[config.mk]
export PLATFORM = sky130hd
export DESIGN_NAME = spi_data_recv
export DESIGN_NICKNAME = d
export VERILOG_FILES = /design/src/rtl/spi_data_recv.sv
export SDC_FILE = /design/constraint.sdc
export NUM_CORES = 1
export LEC_CHECK = 0
export BUFFER_PORTS_ARGS = -buffer_cell sky130_fd_sc_hd__buf_2
export CAP_MARGIN = 15
export CELL_PAD_IN_SITES_DETAIL_PLACEMENT = 0
export CELL_PAD_IN_SITES_GLOBAL_PLACEMENT = 1
export CORE_MARGIN = 2
export CORE_UTILIZATION = 49
export DETAILED_ROUTE_END_ITERATION = 16
export MAX_ROUTING_LAYER = met4
export PLACE_DENSITY = 0.85
export SETUP_SLACK_MARGIN = 0.02
export SLEW_MARGIN = 20
export SYNTH_ARGS = -nofsm -noshare
export SYNTH_HDL_FRONTEND = slang
export SYNTH_SLANG_ARGS = --single-unit
export TNS_END_PERCENT = 30
[constraint.sdc]
create_clock -name clk -period 4.3 [get_ports clk]
set_input_delay 0.215 -clock clk [delete_from_list [all_inputs] [get_ports clk]]
set_output_delay 0.215 -clock clk [all_outputs]
set_load 0.02 [all_outputs]
[src/rtl/spi_data_recv.sv]
// SPI mode-0 slave receiver: oversamples SCK/SS/MOSI in the clk domain, deserialises
// DATA_W-bit MSB-first frames and presents good words with a valid/read handshake.
// Optional build macro: SPI_RX_TIMEOUT_EN aborts a frame whose SCK stalls for TIMEOUT_CYC clocks.
module spi_data_recv #(
  parameter int DATA_W      = 16,
  parameter int SYNC_STAGES = 2,
  parameter int TIMEOUT_CYC = 1024
) (
  input  logic              clk,
  input  logic              rst_n,
  input  logic              spi_clk,
  input  logic              spi_ss,
  input  logic              spi_mosi,
  input  logic              data_rd,
  output logic [DATA_W-1:0] data_out,
  output logic              data_valid,
  output logic              overrun,
  output logic              frame_err,
  output logic              busy
);

  localparam int CNT_W = $clog2(DATA_W + 2);
  localparam logic [CNT_W-1:0] CNT_FULL = CNT_W'(DATA_W);
  localparam logic [CNT_W-1:0] CNT_SAT  = CNT_W'(DATA_W + 1);

  if (SYNC_STAGES < 2) begin : g_bad_sync
    $error("SYNC_STAGES must be at least 2");
  end
  if (DATA_W < 2) begin : g_bad_width
    $error("DATA_W must be at least 2");
  end
  if (TIMEOUT_CYC < 2) begin : g_bad_timeout
    $error("TIMEOUT_CYC must be at least 2");
  end

  typedef enum logic [1:0] {
    ST_IDLE  = 2'd0,
    ST_SHIFT = 2'd1,
    ST_DONE  = 2'd2
  } state_t;

  state_t state, state_nxt;

  // Synchroniser chains; the top bit of sck/ss is the extra flop used for edge detection.
  logic [SYNC_STAGES:0]   sck_sr;
  logic [SYNC_STAGES:0]   ss_sr;
  logic [SYNC_STAGES-1:0] mosi_sr;
  logic sck_rise, ss_fall, ss_rise, mosi_s;

  logic [DATA_W-1:0] shift_reg;
  logic [CNT_W-1:0]  bit_cnt;
  logic clear_en, shift_en, load_word, err_nxt;

  always_ff @(posedge clk or negedge rst_n) begin
    if (!rst_n) begin
      sck_sr  <= '0;
      // NOTE: SS resets to the asserted level so that a frame already in progress when reset
      // releases produces no ss_fall; a spurious ss_rise in IDLE is harmless.
      ss_sr   <= '0;
      mosi_sr <= '0;
    end else begin
      sck_sr  <= {sck_sr[SYNC_STAGES-1:0], spi_clk};
      ss_sr   <= {ss_sr[SYNC_STAGES-1:0], spi_ss};
      mosi_sr <= {mosi_sr[SYNC_STAGES-2:0], spi_mosi};
    end
  end

  assign sck_rise = sck_sr[SYNC_STAGES-1] & ~sck_sr[SYNC_STAGES];
  assign ss_fall  = ~ss_sr[SYNC_STAGES-1] & ss_sr[SYNC_STAGES];
  assign ss_rise  = ss_sr[SYNC_STAGES-1] & ~ss_sr[SYNC_STAGES];
  assign mosi_s   = mosi_sr[SYNC_STAGES-1];

`ifdef SPI_RX_TIMEOUT_EN
  localparam int TMO_W = $clog2(TIMEOUT_CYC + 1);
  localparam logic [TMO_W-1:0] TMO_LAST = TMO_W'(TIMEOUT_CYC - 1);

  logic [TMO_W-1:0] tmo_cnt;

  // Counts clocks of SCK silence inside a frame; any SCK rise or leaving SHIFT restarts it.
  always_ff @(posedge clk or negedge rst_n) begin
    if (!rst_n) begin
      tmo_cnt <= '0;
    end else if (state != ST_SHIFT || sck_rise) begin
      tmo_cnt <= '0;
    end else if (tmo_cnt != TMO_LAST) begin
      tmo_cnt <= tmo_cnt + 1'b1;
    end
  end
`endif

  always_ff @(posedge clk or negedge rst_n) begin
    if (!rst_n) begin
      state <= ST_IDLE;
    end else begin
      state <= state_nxt;
    end
  end

  always_comb begin
    // NOTE: every output of this block gets a default first so no latch can be inferred.
    state_nxt = state;
    clear_en  = 1'b0;
    shift_en  = 1'b0;
    load_word = 1'b0;
    err_nxt   = 1'b0;
    case (state)
      ST_IDLE: begin
        if (ss_fall) begin
          state_nxt = ST_SHIFT;
          clear_en  = 1'b1;
        end
      end
      ST_SHIFT: begin
        // A rise coinciding with ss_rise is still shifted and counted before DONE.
        shift_en = sck_rise;
        if (ss_rise) begin
          state_nxt = ST_DONE;
        end
`ifdef SPI_RX_TIMEOUT_EN
        else if (!sck_rise && tmo_cnt == TMO_LAST) begin
          state_nxt = ST_IDLE;
          err_nxt   = 1'b1;
        end
`endif
      end
      ST_DONE: begin
        state_nxt = ST_IDLE;
        if (bit_cnt == CNT_FULL) begin
          load_word = 1'b1;
        end else begin
          err_nxt = 1'b1;
        end
      end
      default: state_nxt = ST_IDLE;
    endcase
  end

  always_ff @(posedge clk or negedge rst_n) begin
    if (!rst_n) begin
      shift_reg <= '0;
      bit_cnt   <= '0;
    end else if (clear_en) begin
      shift_reg <= '0;
      bit_cnt   <= '0;
    end else if (shift_en) begin
      shift_reg <= {shift_reg[DATA_W-2:0], mosi_s};
      if (bit_cnt != CNT_SAT) begin
        bit_cnt <= bit_cnt + 1'b1;
      end
    end
  end

  always_ff @(posedge clk or negedge rst_n) begin
    if (!rst_n) begin
      data_out   <= '0;
      data_valid <= 1'b0;
      overrun    <= 1'b0;
      frame_err  <= 1'b0;
    end else begin
      frame_err <= err_nxt;
      if (load_word) begin
        data_out   <= shift_reg;
        data_valid <= 1'b1;
        // A read in the same cycle consumes the old word, so nothing is lost.
        if (data_valid && !data_rd) begin
          overrun <= 1'b1;
        end
      end else if (data_rd) begin
        data_valid <= 1'b0;
      end
    end
  end

  assign busy = (state == ST_SHIFT);

endmodule
**After elaboration in Yosys (flattened, before gate mapping)**

Cells that the tools add are included.
W data, S select, Z words.

- Divide/modulo/power cells: 0
- Reduce and logical (&&, ||, !) cells: 9
- Mux-type cells: 17
- Equal/unequal tests: 6
- Bitwise logic cells: 6
- Shift operators: 0
- Multipliers: 0
- $lt $le $gt $ge: 0
- Add/subtract/negate cells: 1

Operators by type and width:

| operator | number |
|---|---|
| $mux W16 | 2 |
| $mux W5 | 3 |
| $mux W1 | 9 |
| $reduce_and A2 Y1 | 3 |
| $reduce_bool A2 Y1 | 3 |
| $add A5 B1 Y5 const B | 1 |
| $eq A5 B5 Y1 const B | 1 |
| $ne A5 B5 Y1 const B | 1 |
| $mux W2 | 2 |
| $pmux W2 S2 | 1 |
| $and A1 B1 Y1 | 3 |
| $not A1 Y1 | 3 |
| $eq A2 B1 Y1 const B | 1 |
| $eq A2 B2 Y1 const B | 1 |
| $logic_not A2 Y1 | 1 |
| $ne A2 B1 Y1 const B | 1 |
| $ne A2 B2 Y1 const B | 1 |
| $logic_and A1 B1 Y1 | 1 |
| $logic_not A1 Y1 | 1 |

- Output and inout bits: 20
- Bits in read-only memories: 0
- Word-level logic and storage cells: 49
- Latch bits: 0
- Bits in writable memories: 0
- Input port bits: 6
- Flip-flop bits (word level): 50
- Memories kept: 0

**Logic depth before layout (Yosys ltp)**

Gate-level depths: netlist (run 1).

- Depth in word-level cells: 6
- Mapped depth: 6

**Least setup slack after synthesis (run 1)**

OpenSTA, ideal clock, no wires.

- Path type: flip-flop to flip-flop
- From: reg bit_cnt[0]
- To: reg data_out[0]
- Buffers on the path: 1
- Data arrival time: 1.459 ns
- Setup slack: 2.717 ns
- Library setup time: 0.125 ns
- Clock period less this slack: 1.583 ns
- Stages on the path, launching flop included: 7
- Cells stage by stage: dfrtp_1 inv_1 ha_1 and4bb_2 nand3b_4 buf_6 mux2_2

- Word-level cells in the longest chain between the ends: 3

RTL lines:

| element | line | source |
|---|---|---|
| start: declaration | 51 | `logic [CNT_W-1:0] bit_cnt;` |
| start signal: assignment | 148 | `bit_cnt <= bit_cnt + 1'b1;` |
| $eq A5 B5 Y1 | 128 | `if (bit_cnt == CNT_FULL) begin` |
| $mux W1 | 128 |  |
| $mux W1 | 106 | `case (state)` |
| end signal: assignment | 162 | `data_out <= shift_reg;` |
| end: declaration | 15 | `output logic [DATA_W-1:0] data_out,` |

No other way between the ends.
A chain may end at the register's enable or synchronous reset.

**Worst setup path after layout (run 1)**

- From: reg state[1]
- To: reg bit_cnt[2]

- Word-level cells in the longest chain between the ends: 4
- Elaborated cells between the ends (all ways): 8
- Those cells by class: eq/ne: 1; mux: 3; reduce/logical: 4

RTL lines:

| element | line | source |
|---|---|---|
| start: declaration | 42 | `state_t state, state_nxt;` |
| start signal: assignment | 95 | `state <= state_nxt;` |
| $eq A2 B1 Y1 / $logic_not A2 Y1 (equally long branches) | 106 |  |
| $mux W1 | 106 |  |
| $reduce_bool A2 Y1 (no line) | - |  |
| $reduce_and A2 Y1 (no line) | - |  |

Parallel ways exist; a longest one is shown, timed or not.

==> flow_metrics.tcl, run 1 <==
set metrics [dict create \
    core_um2 3740 \
    p_sw_share_pct 24.5 \
    die_x_um 67.3 \
    grt_pass1_vias 1217 \
    crit_family "simple AND/OR/NAND/NOR gates" \
    tns_ns 0 \
    fin_cells 231 \
    vias_per_cell 5.31 \
    grt_max_degree 51 \
    track_usage_pct 17.4 \
    finClkSkew_ns 0.00640 \
    synth.largest_area_cell "dfrtp_1" \
    rows 22 \
    fin_crit_ns 2.07 \
    final_hold_viol_count 0 \
    num_antenna_cells 0 \
    p_leak_nw 1.14 \
    period_share_pct 48.2 \
    grt_pass1_wl_um 5690 \
    cts_tree "done" \
    cts_root_buffer "clkbuf_8" \
    yosysSeqAreaShare_pct 63.8 \
    cts.sinks 50 \
    clockBufferDepth 2 \
    vias 1226 \
    status "finished clean" \
    cap_violations 0 \
    dp.cells 221 \
    crit_chain "nand4bb_1, or4_1, a21oi_1" \
    yosys_warnings 0 \
    syn_nets 163 \
    startpoint_type "flop" \
    die_y_um 67.3 \
    critPathMaxStageDelay_ns 0.70 \
    hold_class "in2reg" \
    maxSlewViolCount 0 \
    cp.arrival_ns 2.30 \
    die_area_um2 4530 \
    tightest_slew_ns 0.693 \
    critPathKind "reg2reg" \
    finalSetupViolCount 0 \
    path_clk_slew_ns 0.09 \
    drc_errors 0 \
    pwr-share-clk_pct 32.8 \
    drt_iter0_drc 116 \
    ioPinCount 26 \
    p_sw_mw 0.209 \
    cellPowerDensity_nw_per_um2 383 \
    insertion_delay_ns 0.30 \
    start_util_pct 52.4 \
    critPathMaxFanout 18 \
    combPwrFrac_pct 7.7 \
    netlist_area_um2 1960 \
    area_growth_pct 13.5 \
    synthDistinctLibCells 28 \
    crit_buf_inv 0 \
    avgSynthCellArea_um2 12.7 \
    cp-end-kind "flop" \
    grt.overflow.total 0 \
    synth_top_area_share_pct 63.8 \
    cts-buffers-inserted 5 \
    wire_per_inst_um 13.9 \
    portBuffers 25 \
    cts_resized 0 \
    relSlewSlack_pct 53.5 \
    max-vdd-ir-drop_mv 0.232 \
    slowest_stage "or4_1" \
    power.internal_mw 0.644 \
    worstPathRequired_ns 4.53 \
    antenna_found_initial 0 \
    hpwlAfterDp_um 2080 \
    max_clock_freq_mhz 482 \
    p_seq_share_pct 59.5 \
    rsz0062_at_grt "no" \
    yosys_register_bits 50 \
    fin_nets 191 \
    layout-drive-gt1-share_pct 30.1 \
    synth_area_leaders "dfrtp_1 64%, mux2_2 9.2%, nand2_1 5.2%, a21oi_1 4.3%, ha_1 1.9%" \
    h-tree-depth 2 \
    synthesis.instances 154 \
    gp_congestion 0.726 \
    final_antenna_net_count 0 \
    dr.pass1.iters 4 \
    drt_wl_total_um 3220 \
]
## timing repair
action / 4_1_cts / 5_1_grt
buffers inserted: 0 / 0
hold buffers: 0 / 2
hold endpoints to repair: 0 / 51
## final timing paths
path / startpoint / end / slack (ns) / depth (start not counted)
max in group asynchronous: rst_n / shift_reg[11] / 3.41 / 2
min in group asynchronous: rst_n / ss_sr[0] / 0.47 / 2
worst max-delay path: state[1] / bit_cnt[2] / 2.23 / 3
worst min register to register: ss_sr[0] / ss_sr[1] / 0.36 / 0
worst max register to register: state[1] / bit_cnt[2] / 2.23 / 3
worst min-delay path: spi_clk / sck_sr[0] / 0.01 / 1
## kinds of logic after synthesis
logic type / count (synthesis) / synth area share (%)
AO/OA/AOI/OAI: 27 / 7.78
adder cells (fa/ha/maj): 3 / 1.91
buffers and inverters: 11 / 3.06
flip-flops: 50 / 63.8
multiplexers: 17 / 9.69
AND/OR/NAND/NOR: 46 / 13.8
## power by group through the flow
stage	clock network [mW]	logic, mW	registers (mW)
6_report	0.280	0.0652	0.508
5_1_grt	0.308	0.0744	0.512
4_1_cts	0.287	0.0642	0.508
3_5_place_dp	0	0.0637	0.517
3_3_place_gp	0	0.0614	0.515
2_1_floorplan	0	0.0443	0.511
## per-stage QoR
step	area (um2)	setup WS, ns	hold WS (ns)	util (%)	power [mW]
after floorplan	1960	2.72	-0.0806	-	0.555
after global placement	2110	2.34	0.323	56.4	0.576
after detailed placement	2110	2.24	0.325	56.4	0.581
after CTS	2200	2.20	0.00715	58.9	0.859
after global routing	2230	2.02	0.00419	59.5	0.895
final	2230	2.23	0.0131	59.5	0.853
## layer usage
metal | track usage (%) | up-vias | share of wire, % | wire [um]
met5 | - | - | 0 | 0
met4 | 5.36 | 0 | 1.5 | 47
met3 | 5.00 | 6 | 3.4 | 111
met2 | 25.7 | 16 | 48 | 1560
met1 | 23.4 | 616 | 47 | 1500
li1 | - | 588 | - | -
## cell usage after synthesis
master,number
nand4_1,1
nor4b_2,1
mux2i_1,1
or4bb_1,1
clkbuf_1,2
o21bai_1,1
nand3_1,3
a21oi_1,17
nand4bb_1,1
buf_2,3
a22o_1,4
nor4bb_1,1
o21ai_0,5
nand2b_1,1
or4_1,1
mux2_2,16
buf_6,2
inv_1,4
ha_1,3
nor3b_1,2
or3_1,1
and4bb_2,2
dfrtp_1,50
nand2_1,27
nor2b_1,1
nor2_1,1
nand3b_4,1
or4b_2,1
## cell usage in the layout, fill, tap and decap left out, types with 2 or more instances in the layout
| master | n |
|---|---|
| nand2_1 | 27 |
| buf_2 | 24 |
| buf_4 | 2 |
| a22o_1 | 4 |
| nand3_1 | 3 |
| inv_1 | 4 |
| mux2_2 | 16 |
| dfrtp_1 | 50 |
| dlygate4sd3_1 | 2 |
| and4bb_2 | 2 |
| o21ai_0 | 5 |
| clkbuf_8 | 6 |
| ha_1 | 3 |
| nor3b_1 | 2 |
| a21oi_1 | 17 |
## area by class of cell
type | instances | area, um2
fill | 326 | 1520
sequential | 50 | 1250
multi-input combinational | 93 | 651
timing repair buffer | 28 | 155
clock buffer | 6 | 82.6
tap | 48 | 60.1
inverter | 4 | 15.0
clock inverter | 2 | 12.5
Note: power is estimated with default switching activity, not from simulation.
==> inputs of run 2 (changes only) <==
--- a/config.mk
+++ b/config.mk
@@ -10,10 +10,10 @@
 export CELL_PAD_IN_SITES_DETAIL_PLACEMENT = 0
 export CELL_PAD_IN_SITES_GLOBAL_PLACEMENT = 1
 export CORE_MARGIN = 2
-export CORE_UTILIZATION = 49
+export CORE_UTILIZATION = 45
 export DETAILED_ROUTE_END_ITERATION = 16
 export MAX_ROUTING_LAYER = met4
-export PLACE_DENSITY = 0.85
+export PLACE_DENSITY = 0.79
 export SETUP_SLACK_MARGIN = 0.02
 export SLEW_MARGIN = 20
 export SYNTH_ARGS = -nofsm -noshare
==> constraint.sdc (replaced) <==
create_clock -name clk -period 2.1 [get_ports clk]
set_input_delay 0.105 -clock clk [delete_from_list [all_inputs] [get_ports clk]]
set_output_delay 0.105 -clock clk [all_outputs]
set_load 0.02 [all_outputs]
==> flow_metrics.tcl, run 2 (synthesis results as in run 1) <==
set metrics [dict create \
    finalSetupViolCount 0 \
    max_clock_freq_mhz 586 \
    cap_violations 0 \
    mostFrequentLayoutCells "50 x dfrtp_1, 27 x nand2_1, 25 x buf_2" \
    final_hold_viol_count 0 \
    insertion_delay_ns 0.30 \
    vias 1281 \
    ioPinCount 26 \
    dp_slack_ns 0.395 \
    num_antenna_cells 0 \
    cts-buffers-inserted 5 \
    total_power_mw 1.86 \
    regToRegEndpoint "data_out[11]" \
    dr.pass1.iters 4 \
    status "finished clean" \
    max-vdd-ir-drop_mv 0.647 \
    cts_resized 0 \
    grt_pass1_vias 1343 \
    wire_per_inst_um 14.5 \
    worst_slack_ns 0.394 \
    cts.sinks 50 \
    cts_root_buffer "clkbuf_8" \
    area_growth_pct 16.7 \
    h-tree-depth 2 \
    cp.arrival_ns 1.89 \
    hpwlAfterDp_um 2380 \
    portBuffers 25 \
    path_clk_slew_ns 0.09 \
    fin_crit_ns 1.71 \
    cts-hold-fix-buffers 4 \
    track_usage_pct 16.3 \
    finClkSkew_ns 0.0125 \
    start_util_pct 46.0 \
    rows 24 \
    maxSlewViolCount 0 \
    layout-drive-gt1-share_pct 30.9 \
    critPathKind "reg2reg" \
    hold_depth 3 \
    core_um2 4260 \
    vias_per_cell 5.34 \
    period_share_pct 81.3 \
    fillers 385 \
    min_to "data_valid" \
    tns_ns 0 \
    die_x_um 70.0 \
    die_y_um 70.0 \
    worstPathRequired_ns 2.29 \
    clockBufferDepth 2 \
    grt_pass1_wl_um 6120 \
    drt_iter0_drc 63 \
    hold_class "in2reg" \
    critPathMaxFanout 18 \
    ff2ff_setup_slack_ns 0.39 \
    fin_nets 196 \
    timing.hold.ws_ns 0.0745 \
    cts_tree "done" \
    grt_max_degree 28 \
    rsz0062_at_grt "no" \
    drc_errors 0 \
    die_area_um2 4900 \
    final_antenna_net_count 0 \
    relSlewSlack_pct 65.6 \
    cp-end-kind "flop" \
    antenna_found_initial 0 \
    p_leak_nw 1.17 \
    grt.overflow.total 0 \
    reg2regPathDepth 5 \
    reg2reg_from "bit_cnt[0]" \
    startpoint_type "flop" \
    drt_wl_total_um 3470 \
    layout_commonest_cell "dfrtp_1" \
    tightest_slew_ns 0.515 \
    hp-start "data_rd" \
    gp_congestion 0.845 \
    cts_setup_buffers 0 \
    cellPowerDensity_nw_per_um2 811 \
]
[run 2: cell count changes in the layout (fill, tap and decap cells not counted), sizes merged]
cell         change
buf              +3
dlygate4sd3      +2
bufinv           +1
clkbuf           -1
clkinvlp         -1
inv              +1
[run 2: power by group]
group	internal, mW	switching [mW]	leakage, nW
logic	0.0604	0.0845	0.439
clock network	0.357	0.315	0.0585
registers	0.999	0.0408	0.675
total	1.42	0.441	1.17
[run 2: worst max path at each step]
stage / startpoint / to / slack [ns]
2_1_floorplan: bit_cnt[0] / data_out[0] / 0.52
3_3_place_gp: state[1] / bit_cnt[2] / 0.49
3_5_place_dp: bit_cnt[0] / data_out[4] / 0.40
4_1_cts: bit_cnt[0] / data_out[8] / 0.38
5_1_grt: bit_cnt[0] / data_out[11] / 0.30
6_report: bit_cnt[0] / data_out[11] / 0.39
[run 2: final cells by class]
type / instances / area (um2) / share of cell area, %
Clock buffer: 5 / 68.8 / 3.01
Clock inverter: 3 / 43.8 / 1.91
Multi-Input combinational cell: 93 / 651 / 28.4
Tap cell: 52 / 65.1 / 2.84
Sequential cell: 50 / 1250 / 54.6
Inverter: 4 / 15.0 / 0.656
Timing Repair Buffer: 33 / 195 / 8.52
[run 2: routing by layer]
layer	vias up	wire length, um	share of wire, %	track usage, %
met4	0	42	1.2	7.05
met2	23	1780	51	27.2
met3	6	126	3.6	4.18
met1	652	1520	44	18.7
li1	600	-	-	-
met5	-	0	0	-
[run 2: metrics by stage]
| stage | instances | util (%) | cell area (um2) |
|---|---|---|---|
| global placement | 228 | 50.1 | 2140 |
| global route | 240 | 53.7 | 2290 |
| detailed placement | 228 | 50.1 | 2140 |
| finish | 240 | 53.7 | 2290 |
| CTS | 240 | 53.7 | 2290 |
| floorplan | 154 | - | 1960 |
[run 2: worst max-delay path, cell delays in order (launching register included)]
cell	delay (ns)
dfrtp_1	0.44
inv_1	0.08
ha_1	0.20
and4bb_2	0.26
nand3b_4	0.24
mux2_2	0.37
==> inputs of run 3 (changes only) <==
--- a/config.mk
+++ b/config.mk
@@ -5,12 +5,13 @@
 export SDC_FILE = /design/constraint.sdc
 export NUM_CORES = 1
 export LEC_CHECK = 0
+export ABC_AREA = 1
 export BUFFER_PORTS_ARGS = -buffer_cell sky130_fd_sc_hd__buf_2
 export CAP_MARGIN = 15
 export CELL_PAD_IN_SITES_DETAIL_PLACEMENT = 0
 export CELL_PAD_IN_SITES_GLOBAL_PLACEMENT = 1
 export CORE_MARGIN = 2
-export CORE_UTILIZATION = 45
+export CORE_UTILIZATION = 44
 export DETAILED_ROUTE_END_ITERATION = 16
 export MAX_ROUTING_LAYER = met4
 export PLACE_DENSITY = 0.79
==> constraint.sdc (replaced) <==
create_clock -name clk -period 1.8 [get_ports clk]
set_input_delay 0.09 -clock clk [delete_from_list [all_inputs] [get_ports clk]]
set_output_delay 0.09 -clock clk [all_outputs]
set_load 0.02 [all_outputs]
==> flow_metrics.tcl, run 3 <==
set metrics [dict create \
    status "finished clean" \
    synth_area_leaders "dfrtp_1 59%, o21ai_2 9.5%, nand2_1 6.2%, nand3_1 5.4%, inv_1 5.0%" \
    synth_top_area_share_pct 59.0 \
    critPathMaxFanout 26 \
    tightest_slew_ns 0.529 \
    synth_mux_area_share_pct 0 \
    p_leak_nw 1.24 \
    synth_edf_count 0 \
    fin_nets 242 \
    vias_per_cell 4.79 \
    insertion_delay_ns 0.30 \
    cap_violations 0 \
    die_area_um2 5390 \
    final_antenna_net_count 0 \
    ys.flop_type "dfrtp_1" \
    num_antenna_cells 0 \
    reg2regPathDepth 8 \
    layout_commonest_cell "dfrtp_1" \
    maxSlewViolCount 0 \
    async_flop_share_pct 100 \
    syn_nets 210 \
    cp-end-kind "flop" \
    hold_class "in2reg" \
    dr.pass1.iters 4 \
    rows 25 \
    cts_root_buffer "clkbuf_8" \
    avgSynthCellArea_um2 10.6 \
    layout-drive-gt1-share_pct 29.5 \
    synth_xor_area_share_pct 0.413 \
    netlist_area_um2 2120 \
    die_y_um 73.4 \
    yosysSeqAreaShare_pct 59.0 \
    die_x_um 73.4 \
    wire_per_inst_um 12.1 \
    max-vdd-ir-drop_mv 0.514 \
    cts-buffers-inserted 5 \
    finClkSkew_ns 0.00754 \
    finalSetupViolCount 0 \
    start_util_pct 45.2 \
    yosys_register_bits 50 \
    gp_congestion 0.746 \
    critPathKind "reg2reg" \
    final_hold_viol_count 0 \
    synth-simple-area-share_pct 17.5 \
    placed_area_um2 2300 \
    yosys_warnings 0 \
    synthAdderAreaFrac_pct 1.77 \
    drc_errors 0 \
    period_share_pct 81.8 \
    startpoint_type "flop" \
    ioPinCount 26 \
    path_clk_slew_ns 0.09 \
    cp.arrival_ns 1.67 \
    final_cell_area_um2 2430 \
    cts.sinks 50 \
    cts_tree "done" \
    track_usage_pct 15.8 \
    synth_commonest_cells "50 x dfrtp_1, 35 x nand2_1, 28 x inv_1" \
    drt_wl_total_um 3470 \
    vias 1379 \
    drt_iter0_drc 152 \
    relSlewSlack_pct 64.7 \
    max_clock_freq_mhz 679 \
    synth_compound_area_share_pct 12.9 \
    clockBufferDepth 2 \
    hold_depth 4 \
    fin_crit_ns 1.47 \
    cellPowerDensity_nw_per_um2 872 \
    h-tree-depth 2 \
    mostFrequentLayoutCells "50 x dfrtp_1, 35 x nand2_1, 28 x inv_1" \
    grt.overflow.total 0 \
    yosysMostFrequentCell "dfrtp_1" \
    synth_top_family_by_area "simple AND/OR/NAND/NOR gates" \
    worstPathRequired_ns 2.00 \
    portBuffers 25 \
    area_growth_pct 14.3 \
    total_power_mw 2.12 \
    grt_pass1_wl_um 6300 \
    synthesis.instances 201 \
    grt_max_degree 30 \
    synth.largest_area_cell "dfrtp_1" \
    antenna_found_initial 0 \
    hpwlAfterDp_um 2350 \
    core_um2 4690 \
    timing.hold.ws_ns 0.0591 \
    grt_pass1_vias 1383 \
    synthDistinctLibCells 25 \
    rsz0062_at_grt "no" \
    tns_ns 0 \
]
run 3: cell count changes in the layout (fill, tap and decap cells not counted), sizes merged, moves of 2 or more:
cell    delta
nand3     +22
mux2      -16
a22o       -4
nor3b      -2
o22ai      +3
a21oi     -17
and4bb     -2
nor2       +8
inv       +24
nand2     +11
o21ai     +25
run 3: area by class of cell:
cell class                 count  area (um2)
clock buffer                   6        72.6
tap                           54        67.6
timing repair buffer          33         220
fill                         444        2270
multi-input combinational    114         692
clock inverter                 2        13.8
sequential                    50        1250
inverter                      29         109
run 3: cells by family (layout without fill, tap and decap cells):
logic type               count (synthesis)  in the layout
AND/OR/NAND/NOR                         75             75
flip-flops                              50             50
adder cells (fa/ha/maj)                  3              3
AO/OA/AOI/OAI                           35             35
XOR/XNOR                                 1              1
buffers and inverters                   37             70
run 3: where the power goes:
part           total [mW]  internal (mW)  switching [mW]
clock network       0.633          0.275           0.359
registers            1.22           1.17          0.0475
logic               0.262         0.0838           0.178
run 3: path summary, 6_finish.rpt:
path,from,end,slack (ns)
worst max-delay path,bit_cnt[0],data_out[4],0.33
worst min register to register,sck_sr[0],sck_sr[1],0.36
worst min-delay path,data_rd,data_valid,0.06
min in group asynchronous,rst_n,ss_sr[2],0.30
worst max register to register,bit_cnt[0],data_out[4],0.33
max in group asynchronous,rst_n,data_out[1],0.97
run 3: what timing repair did:
action | in CTS | in global routing
setup buffers | 0 | 0
gates resized for setup | 0 | 0
endpoints found under the setup margin | 0 | 0
hold endpoints to repair | 24 | 0
hold buffers | 4 | 0
run 3: metal layers:
layer  share of wire [%]  up-vias  track usage [%]
li1                    -      708                -
met1                  47      640             19.7
met2                  47       24             24.2
met3                 3.0        7             4.25
met4                 2.4        0             7.07
met5                   0        -                -
run 3: stage by stage:
stage               std cells  worst slack [ns]  utilization [%]
global placement          276             0.387             49.0
global route              288             0.207             51.7
finish                    288             0.328             51.7
CTS                       288             0.328             51.7
detailed placement        276             0.351             49.0
floorplan                 201             0.524                -
run 3: critical path, stage by stage (launching register included):
cell and delay [ns]:
dfrtp_1 0.46, inv_1 0.10, ha_1 0.14, nand2_1 0.05
inv_1 0.11, nand3_4 0.16, buf_12 0.22, nand2_1 0.08
o21ai_2 0.05
